`config.mk`:
```
export PLATFORM = sky130hd
export DESIGN_NAME = cd_efm_frame_sync
export DESIGN_NICKNAME = d
export VERILOG_FILES = /design/src/rtl/cd_efm_frame_sync.sv
export SDC_FILE = /design/constraint.sdc
export NUM_CORES = 1
export LEC_CHECK = 0
export CAP_MARGIN = 20
export CORE_MARGIN = 2
export CORE_UTILIZATION = 35
export CTS_CLUSTER_DIAMETER = 50
export DETAILED_ROUTE_END_ITERATION = 10
export GPL_TIMING_DRIVEN = 0
export HOLD_SLACK_MARGIN = 0.15
export PLACE_DENSITY = 0.53
export SYNTH_ARGS = -nofsm -noshare
export SYNTH_HDL_FRONTEND = slang
export SYNTH_SLANG_ARGS = --single-unit
```
`constraint.sdc`:
```
create_clock -name clk -period 2.3 [get_ports clk]
set_input_delay 0.46 -clock clk [delete_from_list [all_inputs] [get_ports clk]]
set_output_delay 0.46 -clock clk [all_outputs]
set_load 0.005 [all_outputs]
```
`src/rtl/cd_efm_frame_sync.sv`:
```
// -----------------------------------------------------------------------------
// cd_efm_frame_sync
//
// Frame synchroniser for the audio CD decoder path. Consumes the NRZI-decoded
// EFM channel-bit stream, hunts for the frame sync pattern and qualifies lock
// over consecutive correctly spaced syncs. Once locked, it flywheels through
// isolated missed syncs and slices each frame into 14-bit EFM symbols. Each
// symbol is tagged with its position in the frame.
//
// Frame layout by bit position (pos 0 is the bit after the last sync bit):
//   0..2                 merging bits
//   3+17k .. 16+17k      EFM symbol k
//   17+17k .. 19+17k     merging bits after symbol k
//   last SYNC_BITS bits  sync pattern
//
// Ports:
//   clk          clock
//   rst          synchronous active-high reset
//   bit_in       channel bit
//   bit_valid    bit_in is valid this cycle
//   sym_data     14-bit symbol; first-received bit in bit 13
//   sym_valid    one-cycle pulse, sym_data/sym_index valid
//   sym_index    symbol position in frame, 0..SYMBOLS-1
//   frame_start  one-cycle pulse, frame boundary accepted
//   sync_miss    one-cycle pulse, expected sync absent while locked
//   locked       frame lock achieved
//   err_count    saturating count of sync misses
//
// All outputs are registered. They appear one cycle after the bit_valid cycle
// that causes them. SYNC_BITS must be at least 14, because the symbol is taken
// from the tail of the sync shift register.
// -----------------------------------------------------------------------------
module cd_efm_frame_sync #(
  parameter int                   SYMBOLS      = 33,
  parameter int                   SYNC_BITS    = 24,
  parameter logic [SYNC_BITS-1:0] SYNC_PATTERN = 24'b100000000001000000000010,
  parameter int                   LOCK_COUNT   = 2,
  parameter int                   UNLOCK_COUNT = 3,
  parameter int                   ERR_W        = 8
) (
  input  logic             clk,
  input  logic             rst,
  input  logic             bit_in,
  input  logic             bit_valid,
  output logic [13:0]      sym_data,
  output logic             sym_valid,
  output logic [5:0]       sym_index,
  output logic             frame_start,
  output logic             sync_miss,
  output logic             locked,
  output logic [ERR_W-1:0] err_count
);

  localparam int FRAME_BITS = SYNC_BITS + 3 + 17 * SYMBOLS;
  localparam int PW         = $clog2(FRAME_BITS);
  localparam int GW         = $clog2(LOCK_COUNT + 1);
  localparam int MW         = $clog2(UNLOCK_COUNT + 1);

  localparam logic [PW-1:0] POS_LAST = PW'(FRAME_BITS - 1);

  localparam logic [1:0] ST_HUNT   = 2'd0;
  localparam logic [1:0] ST_VERIFY = 2'd1;
  localparam logic [1:0] ST_LOCKED = 2'd2;

  // State registers
  logic [1:0]           state_r;
  logic [SYNC_BITS-1:0] shreg_r;
  logic [PW-1:0]        pos_r;
  logic [GW-1:0]        good_r;
  logic [MW-1:0]        miss_r;
  logic [ERR_W-1:0]     err_r;
  logic                 locked_r;
  logic [13:0]          sym_data_r;
  logic [5:0]           sym_index_r;
  logic                 sym_valid_r;
  logic                 frame_start_r;
  logic                 sync_miss_r;

  // Next-state values
  logic [1:0]           state_s;
  logic [SYNC_BITS-1:0] shreg_s;
  logic [PW-1:0]        pos_s;
  logic [GW-1:0]        good_s;
  logic [MW-1:0]        miss_s;
  logic [ERR_W-1:0]     err_s;
  logic                 locked_s;
  logic [13:0]          sym_data_s;
  logic [5:0]           sym_index_s;
  logic                 sym_valid_s;
  logic                 frame_start_s;
  logic                 sync_miss_s;

  // Helpers
  logic [SYNC_BITS-1:0] shift_s;
  logic                 match_s;
  logic                 boundary_s;
  logic [GW-1:0]        good_inc_s;
  logic [MW-1:0]        miss_inc_s;
  logic [ERR_W-1:0]     err_sat_s;
  logic                 sym_hit_s;
  logic [5:0]           sym_k_s;

  // Compare pos against every symbol-end position. Symbol k ends at
  // 16 + 17k, and the matching k becomes the index.
  always_comb begin
    sym_hit_s = 1'b0;
    sym_k_s   = 6'd0;
    for (int k = 0; k < SYMBOLS; k++) begin
      sym_hit_s = sym_hit_s | (pos_r == PW'(16 + 17 * k));
      sym_k_s   = (pos_r == PW'(16 + 17 * k)) ? 6'(k) : sym_k_s;
    end
  end

  // Shift window, sync match and counter increments for the current bit
  always_comb begin
    shift_s    = {shreg_r[SYNC_BITS-2:0], bit_in};
    match_s    = (shift_s == SYNC_PATTERN);
    boundary_s = (pos_r == POS_LAST);
    good_inc_s = good_r + GW'(1);
    miss_inc_s = miss_r + MW'(1);
    err_sat_s  = (err_r == {ERR_W{1'b1}}) ? err_r : err_r + ERR_W'(1);
  end

  // Hunt / verify / locked state machine and output event generation
  always_comb begin
    state_s       = state_r;
    shreg_s       = shreg_r;
    pos_s         = pos_r;
    good_s        = good_r;
    miss_s        = miss_r;
    err_s         = err_r;
    locked_s      = locked_r;
    sym_data_s    = sym_data_r;
    sym_index_s   = sym_index_r;
    sym_valid_s   = 1'b0;
    frame_start_s = 1'b0;
    sync_miss_s   = 1'b0;

    if (bit_valid) begin
      shreg_s = shift_s;
      case (state_r)
        ST_HUNT: begin
          if (match_s) begin
            pos_s  = '0;
            good_s = GW'(1);
            miss_s = '0;
            if (LOCK_COUNT == 1) begin
              state_s       = ST_LOCKED;
              locked_s      = 1'b1;
              frame_start_s = 1'b1;
            end else begin
              state_s = ST_VERIFY;
            end
          end else begin
            pos_s = pos_r;
          end
        end

        ST_VERIFY: begin
          // Only the expected boundary is examined. A pattern elsewhere in the
          // frame is treated as data.
          if (boundary_s) begin
            pos_s = '0;
            if (match_s) begin
              good_s = good_inc_s;
              if (good_inc_s == GW'(LOCK_COUNT)) begin
                state_s       = ST_LOCKED;
                locked_s      = 1'b1;
                frame_start_s = 1'b1;
                miss_s        = '0;
              end else begin
                state_s = ST_VERIFY;
              end
            end else begin
              state_s = ST_HUNT;
              good_s  = '0;
            end
          end else begin
            pos_s = pos_r + PW'(1);
          end
        end

        ST_LOCKED: begin
          if (boundary_s) begin
            pos_s = '0;
            if (match_s) begin
              miss_s        = '0;
              frame_start_s = 1'b1;
            end else begin
              sync_miss_s = 1'b1;
              err_s       = err_sat_s;
              miss_s      = miss_inc_s;
              if (miss_inc_s == MW'(UNLOCK_COUNT)) begin
                // Lock lost. Hunting resumes with the next valid bit.
                state_s  = ST_HUNT;
                locked_s = 1'b0;
                miss_s   = '0;
                good_s   = '0;
              end else begin
                // Flywheel: keep the frame timing as if the sync were present.
                frame_start_s = 1'b1;
              end
            end
          end else begin
            pos_s = pos_r + PW'(1);
            if (sym_hit_s) begin
              sym_valid_s = 1'b1;
              sym_data_s  = shift_s[13:0];
              sym_index_s = sym_k_s;
            end else begin
              sym_valid_s = 1'b0;
            end
          end
        end

        default: begin
          state_s  = ST_HUNT;
          locked_s = 1'b0;
          pos_s    = '0;
          good_s   = '0;
          miss_s   = '0;
        end
      endcase
    end else begin
      state_s = state_r;
    end
  end

  // Register state and outputs. Synchronous reset clears everything.
  always_ff @(posedge clk) begin
    if (rst) begin
      state_r       <= ST_HUNT;
      shreg_r       <= '0;
      pos_r         <= '0;
      good_r        <= '0;
      miss_r        <= '0;
      err_r         <= '0;
      locked_r      <= 1'b0;
      sym_data_r    <= 14'd0;
      sym_index_r   <= 6'd0;
      sym_valid_r   <= 1'b0;
      frame_start_r <= 1'b0;
      sync_miss_r   <= 1'b0;
    end else begin
      state_r       <= state_s;
      shreg_r       <= shreg_s;
      pos_r         <= pos_s;
      good_r        <= good_s;
      miss_r        <= miss_s;
      err_r         <= err_s;
      locked_r      <= locked_s;
      sym_data_r    <= sym_data_s;
      sym_index_r   <= sym_index_s;
      sym_valid_r   <= sym_valid_s;
      frame_start_r <= frame_start_s;
      sync_miss_r   <= sync_miss_s;
    end
  end

  assign sym_data    = sym_data_r;
  assign sym_valid   = sym_valid_r;
  assign sym_index   = sym_index_r;
  assign frame_start = frame_start_r;
  assign sync_miss   = sync_miss_r;
  assign locked      = locked_r;
  assign err_count   = err_r;

endmodule

```
==> results.md, run 1 <==
* Initial antenna violation count at 0
* Status: finished, violations left
* Yosys warnings at 0
* CTS Buf Count at 9
* Setup total negative slack at -0.3203 ns
* Area of the multi-input gates at approximately 0.0024 mm²
* Hold_sp: sym_data[2]
* Max Slew Vio Count at 0
* Cell Area, Synth at 0.003796 mm²
* Clk_lat worst skew at about 0.35 ns
* DRC viols at 0
* Net Sw Power at around 530 µW
* Dpl hpwl at about 7000 µm
* Sw Share at between 20% and 30%
* CP Max Fanout at 6
* GP Congestion at about 0.86
* Synth Net Count at between 400 and 500
* Filler cells at ~1100
* Hold endpoint: sym_data[2]
* Cell row count at 38
* CTS Buffer Depth at 2
* Drt pass-1 iters at 4
* Post-Layout Cell Count at roughly 640
* Worst Tran Pin Value at between 0.8 and 0.9 ns
* Port Buf Inserts at 34
* Unique cell type count in the Yosys netlist at 65
* WHS at 0.4580 ns
* Post-DRT Antenna Nets at 0
* Most common cell after layout, fill and taps aside: dfxtp_1
* Max_cap viols at 0
* Wire length per cell at 15.59 µm
* Root Driver: clkbuf_8
* Worst relative slew slack at 45.34%
* First-pass GRT wire length at 15950 µm
* R2R depth at 8
* Post-synth EDFFs at 0
* Final setup fails at 13
* Final setup margin at -0.06376 ns
* Grt total ovfl at 0
* WHS Path Cells at 2
* Maximum VDD drop at roughly 0.28 mV
* Period Utilization, post-route at 102.8%
* Synth Instances at 441
* Worst EP required at 2.54 ns
* Die Width at ~110 µm
* Commonest register cell after synthesis: dfxtp_1
* Hold bufs inserted after CTS at 0
* Die ar. at between 0.01 and 0.015 mm²
* Combinational cell fraction of total power at between 3 and 4%
* Final WL at 10010 µm
* Via density at around 5.3
* Worst r2r src: pos_r[0]
* CP arrival at 2.61 ns
* Final Hold Viols at 0
* Initial core utilization at between 30% and 40%
* Routed via count at 3409
* Reg2Reg Capture Point: state_r[0]
* Synthesized flop and latch total at 71
* Total Power at between 2 and 2.5 mW
* Reg2reg setup slack at -0.06 ns
* H-tree levels at 3
* Sequential Power Share at 56.8%
* Die Ht at 108.1 µm
* Antenna Cells at 0
* Fraction of layout cells with a size suffix above 1 at 17.53%
* Critical path class: flip-flop to flip-flop
* Most frequent cells in the layout: 67 x dfxtp_1, 55 x nor2_1, 46 x nand2_1, 43 x mux2i_1, 34 x clkdlybuf4s50_1
* Vias in the first global route at 3203
* Pleak at 1.663 nW
* Type of origin of the critical path: flip-flop
* Critical Path Sink Type: flip-flop
* Placed Cells at 615
* Clock-pin slew on the worst setup and hold paths at around 0.080 ns
* Sequential share of the synthesized area at 37.44%
* Int Pwr at 1.630 mW
* Hold Path Class: flip-flop to flip-flop
* Post-layout util at 45.42%
* Clock Skew at 0.01365 ns
* Sequential Area at 0.001431 mm²
* Layout area overhead at 27.98%
* CTS tree: done
* Violated checks: setup timing
* PwrDens at 445.5 mW/mm²
* GRT Total Usage at 17.45%
* Min Clock Period, post-route at between 2 and 2.5 ns
* DR iter-0 viols at 136
* Largest net degree at the start of global routing at 13
* Fmax at 423.1 MHz
* Core region area at 0.01070 mm²
* Unrepaired setup endpoints after global routing: true
* Ys async rst share at 0%
* Clock power frac at 39.6%
* Total Nets Final at around 510
* Clk sinks at 71
* Post-Syn Area per Cell at 8.608 µm²
* IO Pins at 36
-- flip-flops by register name, indices dropped and copies added, names as in the netlist, 2 cells and up --
signal	count
shreg_r	23
sym_data	14
pos_r	10
err_count	8
sym_index	6
good_r	2
miss_r	2
state_r	2
-- layer usage --
| metal | GRT usage [%] | wire length [µm] | vias to the layer above |
|---|---|---|---|
| li1 | - | - | 1690 |
| met1 | 24.28 | 5049 | 1609 |
| met2 | 26.37 | 4366 | 89 |
| met3 | 3.858 | 371 | 21 |
| met4 | 6.593 | 218 | 0 |
| met5 | 0 | 0 | - |
-- area by class of cell --
type                    instances  share of cell area [%]
plain buffers                  28                   3.271
clock buffers                   9                   2.550
clock inverters                 6                  0.7984
inverters                      18                   1.391
multi-input cells             322                   49.32
flip-flops and latches         71                   29.46
well taps                     140                   3.605
repair buffers                 48                   9.606
-- worst max path at each step --
stage / from / end / slack [ns] / depth (start not counted)
after floorplan: pos_r[0] / state_r[1] / 0.01 / 8
after global placement: bit_in / pos_r[0] / -0.60 / 8
after detailed placement: bit_in / pos_r[0] / -0.61 / 8
after CTS: pos_r[0] / sym_data[8] / -0.06 / 10
after global routing: pos_r[0] / state_r[0] / -0.15 / 8
final: pos_r[0] / state_r[0] / -0.06 / 8
-- synth_stat cells (all sizes together), types with 8 or more instances --
master	instances	area, µm²
dfxtp	71	1421
nor2	58	217.7
nand2	48	180.2
mux2i	44	440.4
clkbuf	23	86.33
inv	18	67.56
nand4	11	68.82
a21oi	9	45.04
ha	9	112.6
nor4	9	56.30
xnor2	9	78.83
nand3	8	40.04
o21ai	8	40.03
-- power by group through the flow --
stage	registers [mW]	clock network (mW)	logic (mW)
after global routing	1.23	0.946	0.0850
after CTS	1.23	0.893	0.0762
after detailed placement	1.26	0	0.0750
final	1.23	0.857	0.0772
after global placement	1.26	0	0.0742
after floorplan	1.26	0	0.0493
-- critical path, cell delays in order (launching register included) --
cell and delay [ns]:
dfxtp_4 0.37, ha_4 0.13, or3b_4 0.41, or3_4 0.36
a211o_1 0.33, a211oi_4 0.21, buf_6 0.16, nor2_4 0.04
a311oi_2 0.24
-- what timing repair did --
action / CTS / global route
buffers inserted: 3 / 10
setup endpoints to repair: 41 / 48
gates cloned: 0 / 1
resized for setup: 36 / 30
pin swaps: 4 / 12
-- kinds of logic (layout without fill, tap and decap cells) --
kind of cell	after synthesis	after routing	synth area share, %
compound gates	57	57	11.70
xor+xnor	16	16	3.692
fa+ha+maj	9	9	2.966
buf+inv	48	109	5.273
flops	71	71	37.44
mux	46	46	12.20
simple gates	194	194	26.73
-- metrics by stage --
stage	worst slack, ns	area (µm²)
5_1_grt	-0.1456	4858
4_1_cts	-0.06322	4652
3_5_place_dp	-0.6123	4334
3_3_place_gp	-0.5980	4334
6_report	-0.06376	4858
2_1_floorplan	0.01344	3819
(Power assumes the default switching activity.)
==> run 2, diff against run 1 <==
--- a/config.mk
+++ b/config.mk
@@ -10,9 +10,10 @@
 export CORE_UTILIZATION = 35
 export CTS_CLUSTER_DIAMETER = 50
 export DETAILED_ROUTE_END_ITERATION = 10
+export DONT_BUFFER_PORTS = 1
 export GPL_TIMING_DRIVEN = 0
 export HOLD_SLACK_MARGIN = 0.15
-export PLACE_DENSITY = 0.53
+export PLACE_DENSITY = 0.49
 export SYNTH_ARGS = -nofsm -noshare
 export SYNTH_HDL_FRONTEND = slang
 export SYNTH_SLANG_ARGS = --single-unit
==> results.md, run 2 (synthesis results as in run 1) <==
* Status: finished, violations left
* Violated checks: setup timing
* Final WL at 10160 µm (+1.6%)
* PwrDens at 475.8 mW/mm² (+6.8%)
* Post-DRT Antenna Nets at 0 (unchanged)
* Die Ht at 108.1 µm (unchanged)
* Worst Tran Pin Value at 0.8031 ns (-0.01680 ns)
* Most common cell after layout, fill and taps aside: dfxtp_1
* IO Pins at 36 (unchanged)
* Largest Register: shreg_r
* WHS at 0.2243 ns (-0.2337 ns)
* CTS Buffer Depth at 2 (unchanged)
* Critical Path Sink Type: flip-flop
* Post-layout util at 43.16% (-2.3 points)
* Final setup margin at -0.08086 ns (-0.01709 ns)
* Initial antenna violation count at 0 (unchanged)
* GRT Total Usage at 17.81% (+0.36 points)
* Clk_lat worst skew at 0.37 ns (+0.02 ns)
* DRC viols at 0 (unchanged)
* Reg2Reg Capture Point: locked
* Initial core utilization at 35.49% (unchanged)
* Fraction of layout cells with a size suffix above 1 at 19.53% (+2.0 points)
* Via density at 5.396 (+1.6%)
* Largest register FFs at 23 (unchanged)
* Most frequent cells in the layout: 68 x dfxtp_1, 57 x nor2_1, 47 x nand2_1, 43 x mux2i_1, 17 x inv_1
* Worst relative slew slack at 46.46% (+1.1 points)
* Hold endpoint: sym_data[0]
* Largest net degree at the start of global routing at 14 (+1)
* Critical path class: flip-flop to flip-flop
* Routed via count at 3297 (-3.3%)
* Die ar. at 0.01170 mm² (unchanged)
* Min Clock Period, post-route at 2.381 ns (+0.01709 ns)
* Post-place setup slack at -0.5099 ns (+0.1024 ns)
* Dpl hpwl at 7076 µm (about the same)
* Grt total ovfl at 0 (unchanged)
* First-pass GRT wire length at 16080 µm (+0.87%)
* Clk sinks at 71 (unchanged)
* CTS tree: done
* Wire length per cell at 16.63 µm (+6.7%)
* Final setup fails at 14 (+1)
* WHS Path Cells at 2 (unchanged)
* Worst r2r src: pos_r[1]
* Type of origin of the critical path: flip-flop
* Root Driver: clkbuf_8
* Period Utilization, post-route at 103.5% (+0.74 points)
* Pleak at 1.594 nW (-4.1%)
* R2R depth at 8 (unchanged)
* Hold bufs inserted after CTS at 0 (unchanged)
* Cell row count at 38 (unchanged)
* CTS Buf Count at 9 (unchanged)
* Placed Area at 0.003994 mm² (-7.9%)
* Drt pass-1 iters at 4 (unchanged)
* Clock Skew at 0.01995 ns (+0.006304 ns)
* Setup total negative slack at -0.3559 ns (-0.03553 ns)
* Vias in the first global route at 3105 (-3.1%)
* Total Nets Final at 479 (-6.3%)
* Unrepaired setup endpoints after global routing: true
* Core region area at 0.01070 mm² (unchanged)
* Cell area after layout at 0.004617 mm² (-5.0%)
* Antenna Cells at 0 (unchanged)
* DR iter-0 viols at 159 (+17%)
* Max_cap viols at 0 (unchanged)
* Final Hold Viols at 0 (unchanged)
* CP Max Fanout at 4 (-2)
* Worst EP required at 2.55 ns (about the same)
* Reg2reg setup slack at -0.08 ns (-0.02 ns)
* Clock-pin slew on the worst setup and hold paths at 0.09 ns (about the same)
* Hold_sp: bit_in
* H-tree levels at 3 (unchanged)
* Hold Path Class: input port to flip-flop
* Die Width at 108.1 µm (unchanged)
* Maximum VDD drop at 0.2709 mV (-1.6%)
* GP Congestion at 0.8552 (-0.57%)
* Layout area overhead at 21.62%
* Port Buf Inserts at 0 (-100%)
* Max Slew Vio Count at 0 (unchanged)
* CP arrival at 2.63 ns (+0.02 ns)
* Fmax at 420.0 MHz (-0.72%)
[run 2: cell type report]
cell class	instances	area (µm²)
Inverter	18	67.56
Sequential cell	71	1430
Timing Repair Buffer	16	141.4
Clock inverter	6	45.04
Fill cell	1131	6081
Multi-Input combinational cell	322	2474
Buffer	28	156.4
Clock buffer	10	127.6
Tap cell	140	175.2
[run 2: how the worst max path moves through the flow]
stage,from,to,slack [ns],cells past startpoint
2_1_floorplan,pos_r[0],state_r[1],0.01,8
3_3_place_gp,pos_r[3],sym_data[11],-0.55,8
3_5_place_dp,pos_r[3],sym_data[12],-0.51,8
4_1_cts,pos_r[4],sym_data[6],-0.06,10
5_1_grt,pos_r[1],sym_data[10],-0.16,10
6_report,pos_r[1],locked,-0.08,8
[run 2: routing by layer]
layer  global-route usage, %  up-vias  part of all wire, %
met4                   5.678        0                  1.2
met2                   27.27       68                   46
met3                   4.943       12                  5.0
li1                        -     1628                    -
met5                       0        -                    0
met1                   24.26     1589                   48
[run 2: report_power, final]
part / internal (mW) / switching [mW] / total, mW
Sequential: 1.23 / 0.00219 / 1.23
Combinational: 0.0178 / 0.0528 / 0.0706
Clock: 0.397 / 0.499 / 0.896
[run 2: worst max-delay path: stages, from the launching register on]
cell and delay (ns):
dfxtp_4 0.39, ha_4 0.13, or3b_4 0.41, or3_4 0.36, a211o_1 0.29, buf_4 0.15
a21o_1 0.17, a21o_1 0.15, a31o_2 0.23
[run 2: repair_timing]
action / 4_1_cts / 5_1_grt
gates cloned: 0 / 1
resized for setup: 35 / 34
setup buffers: 3 / 12
pin swaps: 4 / 8
endpoints found under the setup margin: 41 / 42
[run 2: through the flow]
| stage | power, mW | cells |
|---|---|---|
| 2_1_floorplan | 1.310 | 441 |
| 3_3_place_gp | 1.331 | 581 |
| 3_5_place_dp | 1.332 | 581 |
| 4_1_cts | 2.236 | 599 |
| 5_1_grt | 2.302 | 611 |
| 6_report | 2.197 | 611 |
==> run 3, diff against run 2 <==
--- a/config.mk
+++ b/config.mk
@@ -14,6 +14,7 @@
 export GPL_TIMING_DRIVEN = 0
 export HOLD_SLACK_MARGIN = 0.15
 export PLACE_DENSITY = 0.49
+export REMOVE_ABC_BUFFERS = 1
 export SYNTH_ARGS = -nofsm -noshare
 export SYNTH_HDL_FRONTEND = slang
 export SYNTH_SLANG_ARGS = --single-unit
==> results.md, run 3 (synthesis results as in run 1) <==
* First-pass GRT wire length at 14970 µm (-6.9%)
* Sequential Power Share at 52.8% (-3.2 points)
* Unrepaired setup endpoints after global routing: true
* Total Nets Final at 454 (-5.2%)
* Largest Register: shreg_r
* Initial antenna violation count at 0 (unchanged)
* Top delay family on crit path: simple AND/OR/NAND/NOR gates
* IO Pins at 36 (unchanged)
* Clk sinks at 71 (unchanged)
* DRC viols at 0 (unchanged)
* DR iter-0 viols at 203 (+28%)
* Max Slew Vio Count at 0 (unchanged)
* CP max stage cell: or3b_4
* Cell row count at 38 (unchanged)
* Root Driver: clkbuf_8
* Post-DRT Antenna Nets at 0 (unchanged)
* Grt total ovfl at 0 (unchanged)
* Worst relative slew slack at 65.24% (+19 points)
* H-tree levels at 3 (unchanged)
* Die Ht at 108.1 µm (unchanged)
* Sw Share at 23.45% (-1.8 points)
* Final Hold Viols at 0 (unchanged)
* Net Sw Power at 543.9 µW (-1.9%)
* Violated checks: setup timing
* GP Congestion at 0.7882 (-7.8%)
* Antenna Cells at 0 (unchanged)
* Status: finished, violations left
* CP cell instances: ha_4, or3b_4, or3_4, a211o_1, a211oi_4, buf_6, nor2_4, a311oi_2
* Max_cap viols at 0 (unchanged)
* Initial core utilization at 35.49% (unchanged)
* R2R depth at 8 (unchanged)
* Hold Path Class: input port to flip-flop
* WHS Path Cells at 1 (-1)
* Critical Path Sink Type: flip-flop
* GRT Total Usage at 16.22% (-1.6 points)
* Vias in the first global route at 2953 (-4.9%)
* Critical path class: flip-flop to flip-flop
* Type of origin of the critical path: flip-flop
* Fraction of layout cells with a size suffix above 1 at 19.28% (-0.25 points)
* Sequential Area at 0.001449 mm² (+1.3%)
* Reg2reg setup slack at -0.05 ns (+0.03 ns)
* CP arrival at 2.60 ns (-0.03 ns)
* Period Utilization, post-route at 102.1% (-1.4 points)
* CP Max Fanout at 6 (+2)
* Routed via count at 3167 (-3.9%)
* Post-layout util at 41.59% (-1.6 points)
* CTS tree: done
* Most common cell after layout, fill and taps aside: dfxtp_1
* CTS Buffer Depth at 2 (unchanged)
* Most frequent cells in the layout: 61 x dfxtp_1, 56 x nor2_1, 48 x nand2_1, 42 x mux2i_1, 16 x inv_1
* Wire length per cell at 15.83 µm (-4.8%)
* Clock Skew at 0.008572 ns (-0.01138 ns)
* Worst Tran Pin Value at 0.5174 ns (-0.2856 ns)
* Final setup fails at 8 (-6)
* Combinational cell fraction of total power at 1.7% (-1.5 points)
* Int Pwr at 1.776 mW (+8.1%)
* Area of the multi-input gates at 0.002377 mm² (-3.9%)
* Placed Cells at 553 (-4.8%)
* Core region area at 0.01070 mm² (unchanged)
* Pleak at 1.515 nW (-5.0%)
* Post-Layout Cell Count at 586 (-4.1%)
* Final setup margin at -0.04829 ns (+0.03256 ns)
* Via density at 5.404 (+0.16%)
* Die Width at 108.1 µm (unchanged)
* Stages on worst setup path at 8 (unchanged)
* Largest net degree at the start of global routing at 46 (+32)
* Setup total negative slack at -0.1503 ns (+0.2055 ns)
* Clk_lat worst skew at 0.35 ns (-0.02 ns)
* Final WL at 9275 µm (-8.7%)
* Min Clock Period, post-route at 2.348 ns (-0.03256 ns)
* Dpl hpwl at 5906 µm (-17%)
* Maximum VDD drop at 0.2243 mV (-17%)
* Worst EP required at 2.55 ns (about the same)
* Clock power frac at 45.5% (+4.7 points)
* Max incr delay on CP at 0.40 ns (about the same)
* Clock-pin slew on the worst setup and hold paths at 0.09 ns (about the same)
* CTS Buf Count at 9 (unchanged)
* Layout area overhead at 17.21%
* Fmax at 425.8 MHz (+1.4%)
* Drt pass-1 iters at 4 (unchanged)
* Crit path buffers/inverters at 1 (unchanged)
* Largest register FFs at 23 (unchanged)
* Filler cells at 1124 (-0.62%)
* Die ar. at 0.01170 mm² (unchanged)
* PwrDens at 521.4 mW/mm² (+9.6%)
* Port Buf Inserts at 0 (unchanged)
* WHS at 0.1858 ns (-0.03845 ns)
==> run 3: changes by cell type in the layout (fill, tap and decap cells not counted), sizes merged <==
cell | previous run | this run
clkinv | 5 | 2
clkinvlp | 0 | 3
inv | 19 | 18
bufinv | 0 | 1
clkbuf | 32 | 10
buf | 22 | 17
o21a | 1 | 2
dlygate4sd3 | 0 | 1
==> run 3: power groups by stage <==
stage                     clock network, mW  registers, mW  logic, mW
after global routing                   1.15           1.23     0.0431
after global placement                    0           1.26     0.0313
after detailed placement                  0           1.26     0.0375
after CTS                              1.08           1.23     0.0379
final                                  1.05           1.23     0.0399
after floorplan                           0           1.26     0.0252
==> run 3: final cells by class <==
cell class | instances | area share [%]
multi-input combinational | 323 | 53.43
sequential | 71 | 32.56
tap | 140 | 3.937
timing repair buffer | 18 | 3.853
clock buffer | 10 | 3.093
inverter | 18 | 1.603
clock inverter | 6 | 1.519
==> run 3: worst reg2reg max path: cells and delay by family, from the launching register on <==
family | cells | cell delay [ns]
AND/OR/NAND/NOR | 3 | 0.80
AO/OA/AOI/OAI | 3 | 0.76
flip-flops | 1 | 0.39
buffers and inverters | 1 | 0.16
adder cells (fa/ha/maj) | 1 | 0.15
==> run 3: stage by stage <==
| stage | worst slack [ns] | area (µm²) | power [mW] |
|---|---|---|---|
| 2_1_floorplan | -0.3218 | 3664 | 1.286 |
| 3_3_place_gp | -0.9428 | 3839 | 1.293 |
| 3_5_place_dp | -0.9507 | 3871 | 1.299 |
| 4_1_cts | -0.03341 | 4295 | 2.352 |
| 5_1_grt | -0.1474 | 4449 | 2.423 |
| 6_report | -0.04829 | 4449 | 2.320 |
==> run 3: path summary, 6_finish.rpt <==
| kind | start | to |
|---|---|---|
| worst max-delay path | pos_r[0] | good_r[0] |
| worst min-delay path | rst | shreg_r[10] |
| worst max register to register | pos_r[0] | good_r[0] |
| worst min register to register | sym_data[13] | sym_data[13] |
==> run 3: per-layer routing <==
layer	GRT usage [%]	part of all wire [%]	wire, µm	vias to the layer above
met3	4.159	4.9	456	12
met5	0	0	0	-
met4	5.952	1.5	136	0
met1	22.65	51	4685	1502
met2	24.03	43	3997	76
li1	-	-	-	1577
==> run 3: what timing repair did <==
item                                    4_1_cts  5_1_grt
buffers inserted                             10        5
endpoints found under the setup margin       46       42
endpoints found under the hold margin         0        5
gates resized for setup                      37       21
pin swaps                                    10        8
gates cloned                                  1        0
hold buffers                                  0        1
